[src/rtl/countdown_ctrl.sv]
// countdown_ctrl: 6-digit BCD countdown timer with start/pause, clear,
// preset load in IDLE, blinking alarm in DONE and optional auto-clear.
//
// Ports
//   clk        system clock, all state on rising edge
//   rst        asynchronous active-high reset
//   tick_1k    1 kHz single-cycle enable
//   key_start  start/pause toggle pulse
//   key_clear  abort/reload pulse (wins over key_start)
//   load_en    preset write strobe, honoured in IDLE only
//   load_val   new preset, BCD, digit 5 in [23:20]
//   digits     current count, BCD
//   running    state is RUN
//   done       state is DONE
//   alarm      blink signal, toggles in DONE only
//   blank      display blank request (done & ~alarm)
//
// state | meaning
// IDLE  | count shows preset, waiting for start or load
// RUN   | count decrements on tick_1k
// PAUSE | count held, ticks ignored
// DONE  | count at zero, alarm blinking, waiting for key or auto-clear
module countdown_ctrl #(
  parameter logic [23:0] PRESET      = 24'h060000,
  parameter int          BLINK_MS    = 500,
  parameter int          AUTO_CLR_MS = 0
) (
  input  logic        clk,
  input  logic        rst,
  input  logic        tick_1k,
  input  logic        key_start,
  input  logic        key_clear,
  input  logic        load_en,
  input  logic [23:0] load_val,
  output logic [23:0] digits,
  output logic        running,
  output logic        done,
  output logic        alarm,
  output logic        blank
);

  typedef enum logic [1:0] {IDLE, RUN, PAUSE, DONE} state_t;

  function automatic logic [23:0] bcd_clamp(input logic [23:0] v);
    logic [23:0] r;
    r = v;
    for (int i = 0; i < 6; i++) begin
      if (v[4*i +: 4] > 4'd9) r[4*i +: 4] = 4'd9;
    end
    return r;
  endfunction

  // Ripple borrow through the digits; callers guarantee v != 0.
  function automatic logic [23:0] bcd_dec(input logic [23:0] v);
    logic [23:0] r;
    logic        borrow;
    r      = v;
    borrow = 1'b1;
    for (int i = 0; i < 6; i++) begin
      if (borrow) begin
        if (v[4*i +: 4] == 4'd0) begin
          r[4*i +: 4] = 4'd9;
        end else begin
          r[4*i +: 4] = v[4*i +: 4] - 4'd1;
          borrow      = 1'b0;
        end
      end
    end
    return r;
  endfunction

  localparam logic [23:0] PRESET_CLAMPED = bcd_clamp(PRESET);
  localparam int BW = (BLINK_MS > 1) ? $clog2(BLINK_MS) : 1;
  localparam int AW = (AUTO_CLR_MS > 1) ? $clog2(AUTO_CLR_MS) : 1;
  localparam logic [BW-1:0] BLINK_LAST = BW'(BLINK_MS - 1);
  localparam logic [AW-1:0] AUTO_LAST  = AW'(AUTO_CLR_MS - 1);

  state_t        state_q, state_d;
  logic [23:0]   preset_q, preset_d;
  logic [23:0]   count_q, count_d;
  logic          alarm_q, alarm_d;
  logic [BW-1:0] blink_cnt_q, blink_cnt_d;
  logic [AW-1:0] auto_cnt_q, auto_cnt_d;

  always_ff @(posedge clk or posedge rst) begin
    if (rst) begin
      state_q     <= IDLE;
      preset_q    <= PRESET_CLAMPED;
      count_q     <= PRESET_CLAMPED;
      alarm_q     <= 1'b0;
      blink_cnt_q <= '0;
      auto_cnt_q  <= '0;
    end else begin
      state_q     <= state_d;
      preset_q    <= preset_d;
      count_q     <= count_d;
      alarm_q     <= alarm_d;
      blink_cnt_q <= blink_cnt_d;
      auto_cnt_q  <= auto_cnt_d;
    end
  end

  always_comb begin
    state_d     = state_q;
    preset_d    = preset_q;
    count_d     = count_q;
    alarm_d     = alarm_q;
    blink_cnt_d = blink_cnt_q;
    auto_cnt_d  = auto_cnt_q;

    case (state_q)
      IDLE: begin
        if (key_clear) begin
          count_d = preset_q;
        end else if (key_start) begin
          if (count_q != 24'd0) begin
            state_d = RUN;
          end else begin
            state_d     = DONE;
            alarm_d     = 1'b1;
            blink_cnt_d = '0;
            auto_cnt_d  = '0;
          end
        end else if (load_en) begin
          preset_d = bcd_clamp(load_val);
          count_d  = bcd_clamp(load_val);
        end
      end

      RUN: begin
        if (key_clear) begin
          state_d = IDLE;
          count_d = preset_q;
        end else if (key_start) begin
          state_d = PAUSE;
        end else if (tick_1k || count_q == 24'd0) begin
          // Zero count in RUN is unreachable in practice; fall through to
          // DONE rather than wrap to 999999.
          if (count_q == 24'd1 || count_q == 24'd0) begin
            count_d     = 24'd0;
            state_d     = DONE;
            alarm_d     = 1'b1;
            blink_cnt_d = '0;
            auto_cnt_d  = '0;
          end else begin
            count_d = bcd_dec(count_q);
          end
        end
      end

      PAUSE: begin
        if (key_clear) begin
          state_d = IDLE;
          count_d = preset_q;
        end else if (key_start) begin
          state_d = RUN;
        end
      end

      DONE: begin
        count_d = 24'd0;
        if (key_clear || key_start) begin
          state_d = IDLE;
          count_d = preset_q;
          alarm_d = 1'b0;
        end else if (tick_1k) begin
          if (AUTO_CLR_MS > 0 && auto_cnt_q == AUTO_LAST) begin
            state_d = IDLE;
            count_d = preset_q;
            alarm_d = 1'b0;
          end else begin
            if (AUTO_CLR_MS > 0) auto_cnt_d = auto_cnt_q + AW'(1);
            if (blink_cnt_q == BLINK_LAST) begin
              alarm_d     = ~alarm_q;
              blink_cnt_d = '0;
            end else begin
              blink_cnt_d = blink_cnt_q + BW'(1);
            end
          end
        end
      end

      default: begin
        state_d = IDLE;
        count_d = preset_q;
        alarm_d = 1'b0;
      end
    endcase
  end

  assign digits  = count_q;
  assign running = (state_q == RUN);
  assign done    = (state_q == DONE);
  assign alarm   = alarm_q;
  assign blank   = done & ~alarm_q;

endmodule

[config.mk]
export PLATFORM = sky130hd
export DESIGN_NAME = countdown_ctrl
export DESIGN_NICKNAME = d
export VERILOG_FILES = /design/src/rtl/countdown_ctrl.sv
export SDC_FILE = /design/constraint.sdc
export NUM_CORES = 1
export LEC_CHECK = 0
export BUFFER_PORTS_ARGS = -buffer_cell sky130_fd_sc_hd__buf_4
export CORE_AREA = 2 2 89 91
export DETAILED_ROUTE_END_ITERATION = 10
export DIE_AREA = 0 0 91 93
export HOLD_SLACK_MARGIN = 0.12
export PLACE_DENSITY = 0.78
export SYNTH_ARGS = -nofsm -noshare
export SYNTH_HDL_FRONTEND = slang
export SYNTH_SLANG_ARGS = --single-unit
[constraint.sdc]
create_clock -name clk -period 4.8 [get_ports clk]
set_input_delay 0.24 -clock clk [delete_from_list [all_inputs] [get_ports clk]]
set_output_delay 0.24 -clock clk [all_outputs]
set_load 0.01 [all_outputs]
==> out/summary.txt, run 1 <==
Outcome: completed
CP Max Fanout: 10
CTS tree: done
Worst vdd ir: 0.256 mV
Setup bufs post-CTS: 0
Adder-cell share of the synthesized area: 4.57%
Synthesis-stage register bit count: 60
Largest family of logic cells by synthesized area: compound AO/OA/AOI/OAI gates
Post-synthesis mux area share: 7.96%
Buffers on Ports: 57
1st-pass router iterations: 4
Final #Nets: 526
Tot GR Track Use: 25.0%
Initial antenna violation count: 0
Die extent in y: 93 um
Crit. End Element: flip-flop
Simple-gate portion of the synthesized area: 19.6%
Area of the multi-input gates: 2180 sq um
DP HPWL: 6.94 mm
Warnings, synthesis: 0
Yosys top cell by area: dfrtp_1
WL met3: 699 um
CP bufs+invs: 1
Power per cell area: 393 nW/um^2
Critical path type: reg -> reg
Commonest cells post-synth: dfrtp_1 (56), o21ai_0 (51), nand2_1 (37), a21oi_1 (32), nor2_1 (31)
Worst-path clk slew: 0.08 ns
Violation count after the first detailed-route iteration: 365
Worst Hold Class: in -> async
Final non-filler cell area: 4540 sq um
CP max-delay cell: nor3b_1
Leakage power: 2.02 nW
Dpl cell area: 4350 sq um
Vias in the first global route: 3463
CP top delay family: simple AND/OR/NAND/NOR gates
Synth-to-Final Area Change: 18.4%
Area contributors post-synth: dfrtp_1 (37%), o21ai_0 (6.7%), mux2_2 (5.9%)
ANT cells: 0
Final Hold Vio Count: 0
Number of fill cells: 693
Clk_lat worst skew: 0.36 ns
Rows: 32
Syn_area_per_cell: 8.94 sq um
Measured slew at the worst slew-check pin: 0.868 ns
Max_cap viols: 0
FF+latch area: 1510 sq um
Top-count cell post-synth: dfrtp_1
Crit path largest cell delay: 0.57 ns
Max Transition Viols Final: 0
Clk root buf: clkbuf_8
Post-synthesis cell area: 3830 sq um
Die Span X: 91 um
Post-Synth XOR/XNOR Area: 0%
RSZ-0062 raised after global routing: no
Synth Flop Type: dfrtp_1
Cts bufs inserted: 9
Post-layout min period: 3.13 ns
Synth Area in Compound Gates: 24.8%
Vias per cell: 6.04
First-pass GRT wire length: 17.0 mm
Req. time, crit path: 5.03 ns
Register area share after synthesis: 39.3%
M1 WL: 4.28 mm
Post-Syn Instances: 429
Final period util: 65.2%
Fmax: 319 MHz
Unique cell type count in the Yosys netlist: 56
GP Congestion: 0.852
Routed length per instance: 17.0 um
Remaining global-route overflow: 0
Crit path cell chain: inv_1 -> ha_1 -> nor3b_1 -> nand2_1 -> o21ai_0 -> and2_1 -> o21ai_0 -> mux2_2
Post-route antenna net violation count: 0
Worst EP arrival: 3.36 ns
CTS Sinks: 60
CP dominant cell by count: o21ai_0
Total number of vias: 3560
Layout cell share with drive strength beyond 1: 22.0%
DIE AREA: 8460 sq um
Starting Density: 50.9%
Clk_skew: 0.0138 ns
Total Wirelength: 10.0 mm
Residual DRC count: 0
Final setup fails: 0
Htree depth: 3
Ys async rst share: 100%
Synth top area share: 36.6%
IO Pins: 58
Maximum root-to-sink buffer count: 2
Setup TNS: 0 ns
Uppermost layer routed: met4
EDFF count, synth: 0
Hold Buf Count CTS: 0
CTS resizes: 0
Worst rel slew slack: 42.1%
Core area: 7530 sq um
Syn Nets: 473
Startpoint Class: flip-flop
Met2 WL post-DR: 4.90 mm
Largest net degree at the start of global routing: 61
-- kinds of logic (layout without fill, tap and decap cells) --
kind of cell,Yosys count,count (layout)
AO/OA/AOI/OAI,151,151
multiplexers,28,28
adder cells (fa/ha/maj),14,14
flip-flops,60,60
buffers and inverters,38,96
AND/OR/NAND/NOR,138,138
-- layer usage --
layer,vias to the layer above,track usage (%)
li1,1698,-
met1,1696,32.7
met2,152,40.8
met3,14,5.88
met4,0,8.84
met5,-,0
-- worst register-to-register path: stages, from the launching register on --
cell and delay [ns]:
dfrtp_1 0.44, inv_1 0.15, ha_1 0.24, nor3b_1 0.57
nand2_1 0.18, o21ai_0 0.29, and2_1 0.41, o21ai_0 0.35
mux2_2 0.38
-- cell type report --
class	instances	share of cell area, %
Tap cell	102	2.81
Clock buffer	15	4.11
Multi-Input combinational cell	331	48.1
Sequential cell	60	33.2
Clock inverter	1	0.110
Timing Repair Buffer	61	10.1
Inverter	19	1.57
-- flip-flops by register name (all words and copies together), names as in the netlist --
name	count
digits	24
preset_q	24
blink_cnt_q	9
alarm	1
state_q	2
-- power breakdown --
group          internal [mW]  total [mW]  switching [mW]  leakage (nW)
Combinational          0.285       0.599           0.314          1.17
Clock                  0.244       0.447           0.203        0.0997
Sequential             0.616       0.739           0.123         0.749
-- layout by cell type, fill, tap and decap left out, types with 4 or more instances in the layout --
cell	n
buf_4	61
dfrtp_1	56
o21ai_0	51
nand2_1	37
a21oi_1	32
nor2_1	31
mux2_2	20
inv_1	18
nand2b_1	18
ha_1	14
clkbuf_8	13
o31ai_1	11
nor2b_1	9
mux2i_1	8
nor3_1	8
o211ai_1	8
nand3_1	6
a21o_1	5
a221oi_1	5
a222oi_1	5
a31oi_1	5
o21a_1	5
and3_1	4
dfstp_2	4
-- metrics by stage --
step	power [mW]	instances	worst slack, ns	hold slack, ns	utilization (%)
final	1.78	589	1.67	0.110	60.3
after floorplan	1.11	429	2.20	0.373	-
after CTS	1.79	589	1.76	0.134	60.3
after detailed placement	1.34	573	1.81	0.479	57.7
after global routing	1.90	589	1.34	0.150	60.3
after global placement	1.31	573	1.88	0.463	57.7
-- worst paths after layout --
path                       slack, ns  depth (start not counted)                    start                  endpoint
min reg2reg                     0.49                          2  preset_q[4]$_DFFE_PP0P_   preset_q[4]$_DFFE_PP0P_
max                             1.67                          8    digits[0]$_DFFE_PP0P_     digits[7]$_DFFE_PP0P_
min in group clk                0.15                          3             load_val[17]  preset_q[17]$_DFFE_PP1P_
min                             0.11                          3                      rst   preset_q[2]$_DFFE_PP0P_
max in group asynchronous       4.17                          3                      rst    digits[20]$_DFFE_PP0P_
max reg2reg                     1.67                          8    digits[0]$_DFFE_PP0P_     digits[7]$_DFFE_PP0P_
(Power assumes the default switching activity.)
==> run 2: changes to the inputs <==
- ABC_AREA: not set -> 1
- CORE_AREA: 2 2 89 91 -> 2 2 96 98
- DIE_AREA: 0 0 91 93 -> 0 0 98 100
- PLACE_DENSITY: 0.78 -> 0.77
- clock period: 4.8 -> 3.2 ns (I/O delays scaled with it)
==> out/summary.txt, run 2 <==
Yosys top cell by area: dfrtp_1
Commonest cells post-synth: nand2_1 (159), inv_1 (77), o21ai_0 (57), dfrtp_1 (56), nor2_1 (53)
CTS tree: done
Total power: 4.56 mW
Htree depth: 3
Register area share after synthesis: 33.8%
Placed cell count: 769
CTS Sinks: 60
EDFF count, synth: 0
IO Pins: 58
Residual DRC count: 0
Most frequent cells in the layout: nand2_1 (159), inv_1 (76), buf_4 (61), o21ai_0 (57), dfrtp_1 (56)
Top-count cell post-synth: nand2_1
Setup ws final: 0.994 ns
Power per cell area: 880 nW/um^2
Setup bufs post-CTS: 0
Setup TNS: 0 ns
Adder-cell share of the synthesized area: 3.93%
Leakage power: 2.56 nW
Req. time, crit path: 3.44 ns
Die Span X: 98 um
Remaining global-route overflow: 0
Worst vdd ir: 0.464 mV
Tot GR Track Use: 24.2%
Warnings, synthesis: 0
DIE AREA: 9800 sq um
Hold Buf Count CTS: 8
DP HPWL: 8.20 mm
RSZ-0062 raised after global routing: no
Fmax: 453 MHz
Synth-to-Final Area Change: 16.3%
Post-layout min period: 2.21 ns
Worst rel slew slack: 22.6%
Die extent in y: 100 um
Post-synthesis mux area share: 0%
GP Congestion: 0.904
First-pass GRT wire length: 19.4 mm
Worst reg-to-reg path cell count: 11
Total Wirelength: 11.3 mm
1st-pass router iterations: 5
Routed length per instance: 14.3 um
Worst Hold Class: in -> async
Max Transition Viols Final: 0
Syn_area_per_cell: 7.19 sq um
Unique cell type count in the Yosys netlist: 45
Largest net degree at the start of global routing: 53
Final setup fails: 0
Worst-path clk slew: 0.07 ns
CP Max Fanout: 14
Area contributors post-synth: dfrtp_1 (31%), nand2_1 (13%), inv_1 (6.5%)
Largest family of logic cells by synthesized area: simple AND/OR/NAND/NOR gates
Vias in the first global route: 4258
Clk_lat worst skew: 0.34 ns
Max_cap viols: 0
Worst reg2reg path endpoint: digits[20]$_DFFE_PP0P_
Ys async rst share: 100%
Startpoint Class: flip-flop
Post-synthesis cell area: 4460 sq um
ANT cells: 0
Most common cell after layout, fill and taps aside: nand2_1
Outcome: completed
Fin Hold WS: 0.113 ns
Layout cell share with drive strength beyond 1: 17.9%
Critical path type: reg -> reg
Simple-gate portion of the synthesized area: 33.2%
Starting Density: 50.2%
Post-route antenna net violation count: 0
Final #Nets: 721
Maximum root-to-sink buffer count: 2
CTS resizes: 0
Dpl cell area: 4940 sq um
Initial antenna violation count: 0
Post-Syn Instances: 620
Final Hold Vio Count: 0
Post-Synth XOR/XNOR Area: 2.55%
Synth top area share: 31.4%
Synth Flop Type: dfrtp_1
Final core utilization: 58.3%
FF-to-FF setup slack: 0.99 ns
Rows: 35
Worst EP arrival: 2.45 ns
Buffers on Ports: 57
R2R Path Start: digits[16]$_DFFE_PP0P_
Non-Filler Instances: 792
Measured slew at the worst slew-check pin: 1.16 ns
Dpl ws: 1.02 ns
Violation count after the first detailed-route iteration: 301
Clk_skew: 0.00565 ns
Vias per cell: 5.48
Synthesis-stage register bit count: 60
Core area: 8890 sq um
Clk root buf: clkbuf_8
Cts bufs inserted: 9
Synth Area in Compound Gates: 16.4%
Total number of vias: 4341
Crit. End Element: flip-flop
Final period util: 68.9%
Syn Nets: 664
Final non-filler cell area: 5190 sq um
run 2: cell count changes in the layout (fill, tap and decap cells not counted), sizes merged, moves of 12 or more:
cell | previous run | this run
o21ai | 52 | 64
o211ai | 8 | 20
inv | 19 | 83
mux2 | 20 | 0
nor2 | 31 | 66
nand2b | 18 | 0
nand2 | 37 | 168
nand3 | 6 | 55
a21oi | 32 | 11
run 2: critical path, cell delays in order, from the launching register on:
cell	delay [ns]
dfrtp_1	0.40
inv_1	0.13
ha_1	0.17
nand3_1	0.20
nor2_4	0.21
nand3_4	0.17
nand3_2	0.30
nor2_1	0.12
nor2_4	0.20
inv_1	0.08
nand2_1	0.06
nand2_1	0.05
run 2: worst max-delay path by stage:
stage	cells past startpoint	endpoint	startpoint	slack [ns]
after floorplan	10	blink_cnt_q[5]$_DFFE_PP0P_	digits[17]$_DFFE_PP1P_	1.42
after global placement	11	digits[20]$_DFFE_PP0P_	digits[4]$_DFFE_PP0P_	1.06
after detailed placement	11	digits[20]$_DFFE_PP0P_	digits[4]$_DFFE_PP0P_	1.02
after CTS	11	digits[20]$_DFFE_PP0P_	digits[4]$_DFFE_PP0P_	1.01
after global routing	11	digits[23]$_DFFE_PP0P_	digits[4]$_DFFE_PP0P_	0.79
final	11	digits[20]$_DFFE_PP0P_	digits[16]$_DFFE_PP0P_	0.99
run 2: power by group:
part | leakage [nW] | switching (mW) | internal [mW] | total (mW)
clock network | 0.0893 | 0.293 | 0.317 | 0.610
logic | 1.72 | 1.59 | 0.993 | 2.59
registers | 0.752 | 0.280 | 1.09 | 1.37
total | 2.56 | 2.17 | 2.40 | 4.56
run 2: cells by family (layout without fill, tap and decap cells):
kind of cell             after synthesis  after routing
AND/OR/NAND/NOR                      306            306
AO/OA/AOI/OAI                        120            120
buffers and inverters                107            168
flip-flops                            60             60
adder cells (fa/ha/maj)               14             14
XOR/XNOR                              13             13
run 2: cell type report:
| type | count | area, sq um |
|---|---|---|
| Tap cell | 111 | 139 |
| Clock buffer | 13 | 159 |
| Multi-Input combinational cell | 453 | 2500 |
| Inverter | 84 | 330 |
| Fill cell | 818 | 3700 |
| Timing Repair Buffer | 69 | 538 |
| Sequential cell | 60 | 1510 |
| Clock inverter | 2 | 10.0 |
run 2: metal layers:
layer	up-vias	track usage [%]	share of wire [%]
li1	2136	-	-
met1	2016	29.7	42
met2	159	42.5	49
met3	30	4.53	6.6
met4	0	9.29	2.6
met5	-	0	0
==> run 3: changes to the inputs <==
- ABC_AREA: 1 -> 0
- CORE_AREA: 2 2 96 98 -> 2 2 89 91
- DIE_AREA: 0 0 98 100 -> 0 0 91 93
- PLACE_DENSITY: 0.77 -> 0.81
- clock period: 3.2 -> 1.8 ns (I/O delays scaled with it)
==> out/summary.txt, run 3 (synthesis results as in run 1) <==
Outcome: finished, violations left
Failing checks: setup timing
Number of fill cells: 404
Final non-filler cell area: 6090 sq um
Cts bufs inserted: 9
Crit. End Element: flip-flop
Buffers on Ports: 57
Req. time, crit path: 2.06 ns
First-pass GRT wire length: 22.1 mm
Power per cell area: 1030 nW/um^2
FF-to-FF setup slack: -0.79 ns
Worst hold stages: 3
Crit path cell chain: inv_2 -> ha_4 -> nor3b_4 -> nand4_2 -> or4_4 -> a211o_1 -> or4_1 -> o211ai_1
DIE AREA: 8460 sq um
Htree depth: 3
Tot GR Track Use: 32.6%
Core area: 7530 sq um
Vias per cell: 6.61
Non-Filler Instances: 719
IO Pins: 58
Final #Nets: 657
Clk_lat worst skew: 0.35 ns
Total number of vias: 4751
Largest net degree at the start of global routing: 37
Critical path type: reg -> reg
Residual DRC count: 0
Clk root buf: clkbuf_8
Worst Setup SP: digits[12]$_DFFE_PP0P_
Post-route antenna net violation count: 0
Starting Density: 50.9%
Synth-to-Final Area Change: 58.9%
Clk_skew: 0.00727 ns
Final setup fails: 35
Crit path largest cell delay: 0.53 ns
CP Max Fanout: 4
Worst Hold Class: in -> reg
Hold Crit Start: load_val[0]
Area of the multi-input gates: 2570 sq um
Worst-path clk slew: 0.07 ns
Post-layout min period: 2.59 ns
Routed length per instance: 22.2 um
Initial antenna violation count: 0
GP Congestion: 0.993
Total Wirelength: 16.0 mm
CTS Sinks: 60
Most common cell after layout, fill and taps aside: buf_4
Die extent in y: 93 um
FF+latch area: 1510 sq um
RSZ-0062 raised after global routing: yes
Startpoint Class: flip-flop
Measured slew at the worst slew-check pin: 0.517 ns
Leakage power: 2.79 nW
ANT cells: 0
Violation count after the first detailed-route iteration: 679
Rows: 32
Final Hold Vio Count: 0
Most frequent cells in the layout: buf_4 (146), dfrtp_1 (56), nand2_1 (35), nor2_1 (28), a21oi_1 (27)
Final period util: 144%
Max Transition Viols Final: 0
Vias in the first global route: 4472
DP HPWL: 8.27 mm
Fmax: 385 MHz
Layout cell share with drive strength beyond 1: 44.4%
Worst reg2reg path endpoint: blink_cnt_q[6]$_DFFE_PP0P_
Final core utilization: 80.9%
Hold Path End: preset_q[0]$_DFFE_PP0P_
Dpl cell area: 5070 sq um
Max_cap viols: 0
1st-pass router iterations: 5
Worst reg-to-reg path cell count: 8
Worst rel slew slack: 65.5%
Worst EP arrival: 2.86 ns
Setup ws final: -0.795 ns
Placed cell count: 654
CP max-delay cell: or4_4
R2R Path Start: digits[12]$_DFFE_PP0P_
Total power: 6.30 mW
Die Span X: 91 um
Worst vdd ir: 0.706 mV
CTS tree: done
Maximum root-to-sink buffer count: 2
Remaining global-route overflow: 0
==> run 3: cell count changes in the layout (fill, tap and decap cells not counted), sizes merged, moves of 13 or more <==
cell,change
a21oi,+21
buf,+110
dlygate4sd3,+13
inv,-64
mux2,+20
nand2,-131
nand2b,+18
nand3,-49
nor2,-35
==> run 3: worst max path at each step <==
stage | end | cells past startpoint
CTS | blink_cnt_q[6]$_DFFE_PP0P_ | 8
global placement | blink_cnt_q[5]$_DFFE_PP0P_ | 8
finish | blink_cnt_q[6]$_DFFE_PP0P_ | 8
global route | blink_cnt_q[6]$_DFFE_PP0P_ | 8
floorplan | blink_cnt_q[5]$_DFFE_PP0P_ | 8
detailed placement | digits[4]$_DFFE_PP0P_ | 9
==> run 3: metrics by stage <==
stage                     setup TNS, ns  hold WS (ns)  setup WS (ns)
after floorplan                  -12.62         0.223         -0.559
after global placement           -13.21        0.0559         -0.511
after detailed placement         -15.42        0.0567         -0.571
after CTS                        -12.92         0.121         -0.569
after global routing             -20.77         0.124         -0.850
final                            -18.86         0.111         -0.795
==> run 3: layer usage <==
| layer | wire [um] | track usage, % | vias up |
|---|---|---|---|
| met5 | 0 | 0 | - |
| met4 | 964 | 14.3 | 0 |
| met3 | 1590 | 6.29 | 114 |
| met2 | 7530 | 55.1 | 397 |
| met1 | 5920 | 40.7 | 2292 |
| li1 | - | - | 1948 |
==> run 3: layout make-up <==
type,count,share of cell area (%)
Timing Repair Buffer,192,26.4
Tap cell,102,2.10
Sequential cell,60,24.7
Multi-Input combinational cell,331,42.3
Clock buffer,14,2.83
Clock inverter,1,0.493
Inverter,19,1.17
==> run 3: what timing repair did <==
item	CTS	global route
setup buffers	13	21
hold endpoints to repair	77	0
endpoints found under the setup margin	34	35
pin swaps	16	32
hold buffers	21	0
resized for setup	52	60
==> run 3: worst max-delay path, delay by kind of cell (launching register included) <==
| family | cells | cell delay (ns) |
|---|---|---|
| and+or+nand+nor | 4 | 1.37 |
| AOI/OAI and AO/OA | 2 | 0.45 |
| DFF | 1 | 0.42 |
| buffers and inverters | 1 | 0.12 |
| adders and majority gates | 1 | 0.15 |
==> run 3: report_power, final <==
part / total, mW / internal, mW / switching [mW]
logic: 3.04 / 1.53 / 1.51
registers: 1.94 / 1.64 / 0.302
clock network: 1.31 / 0.748 / 0.566
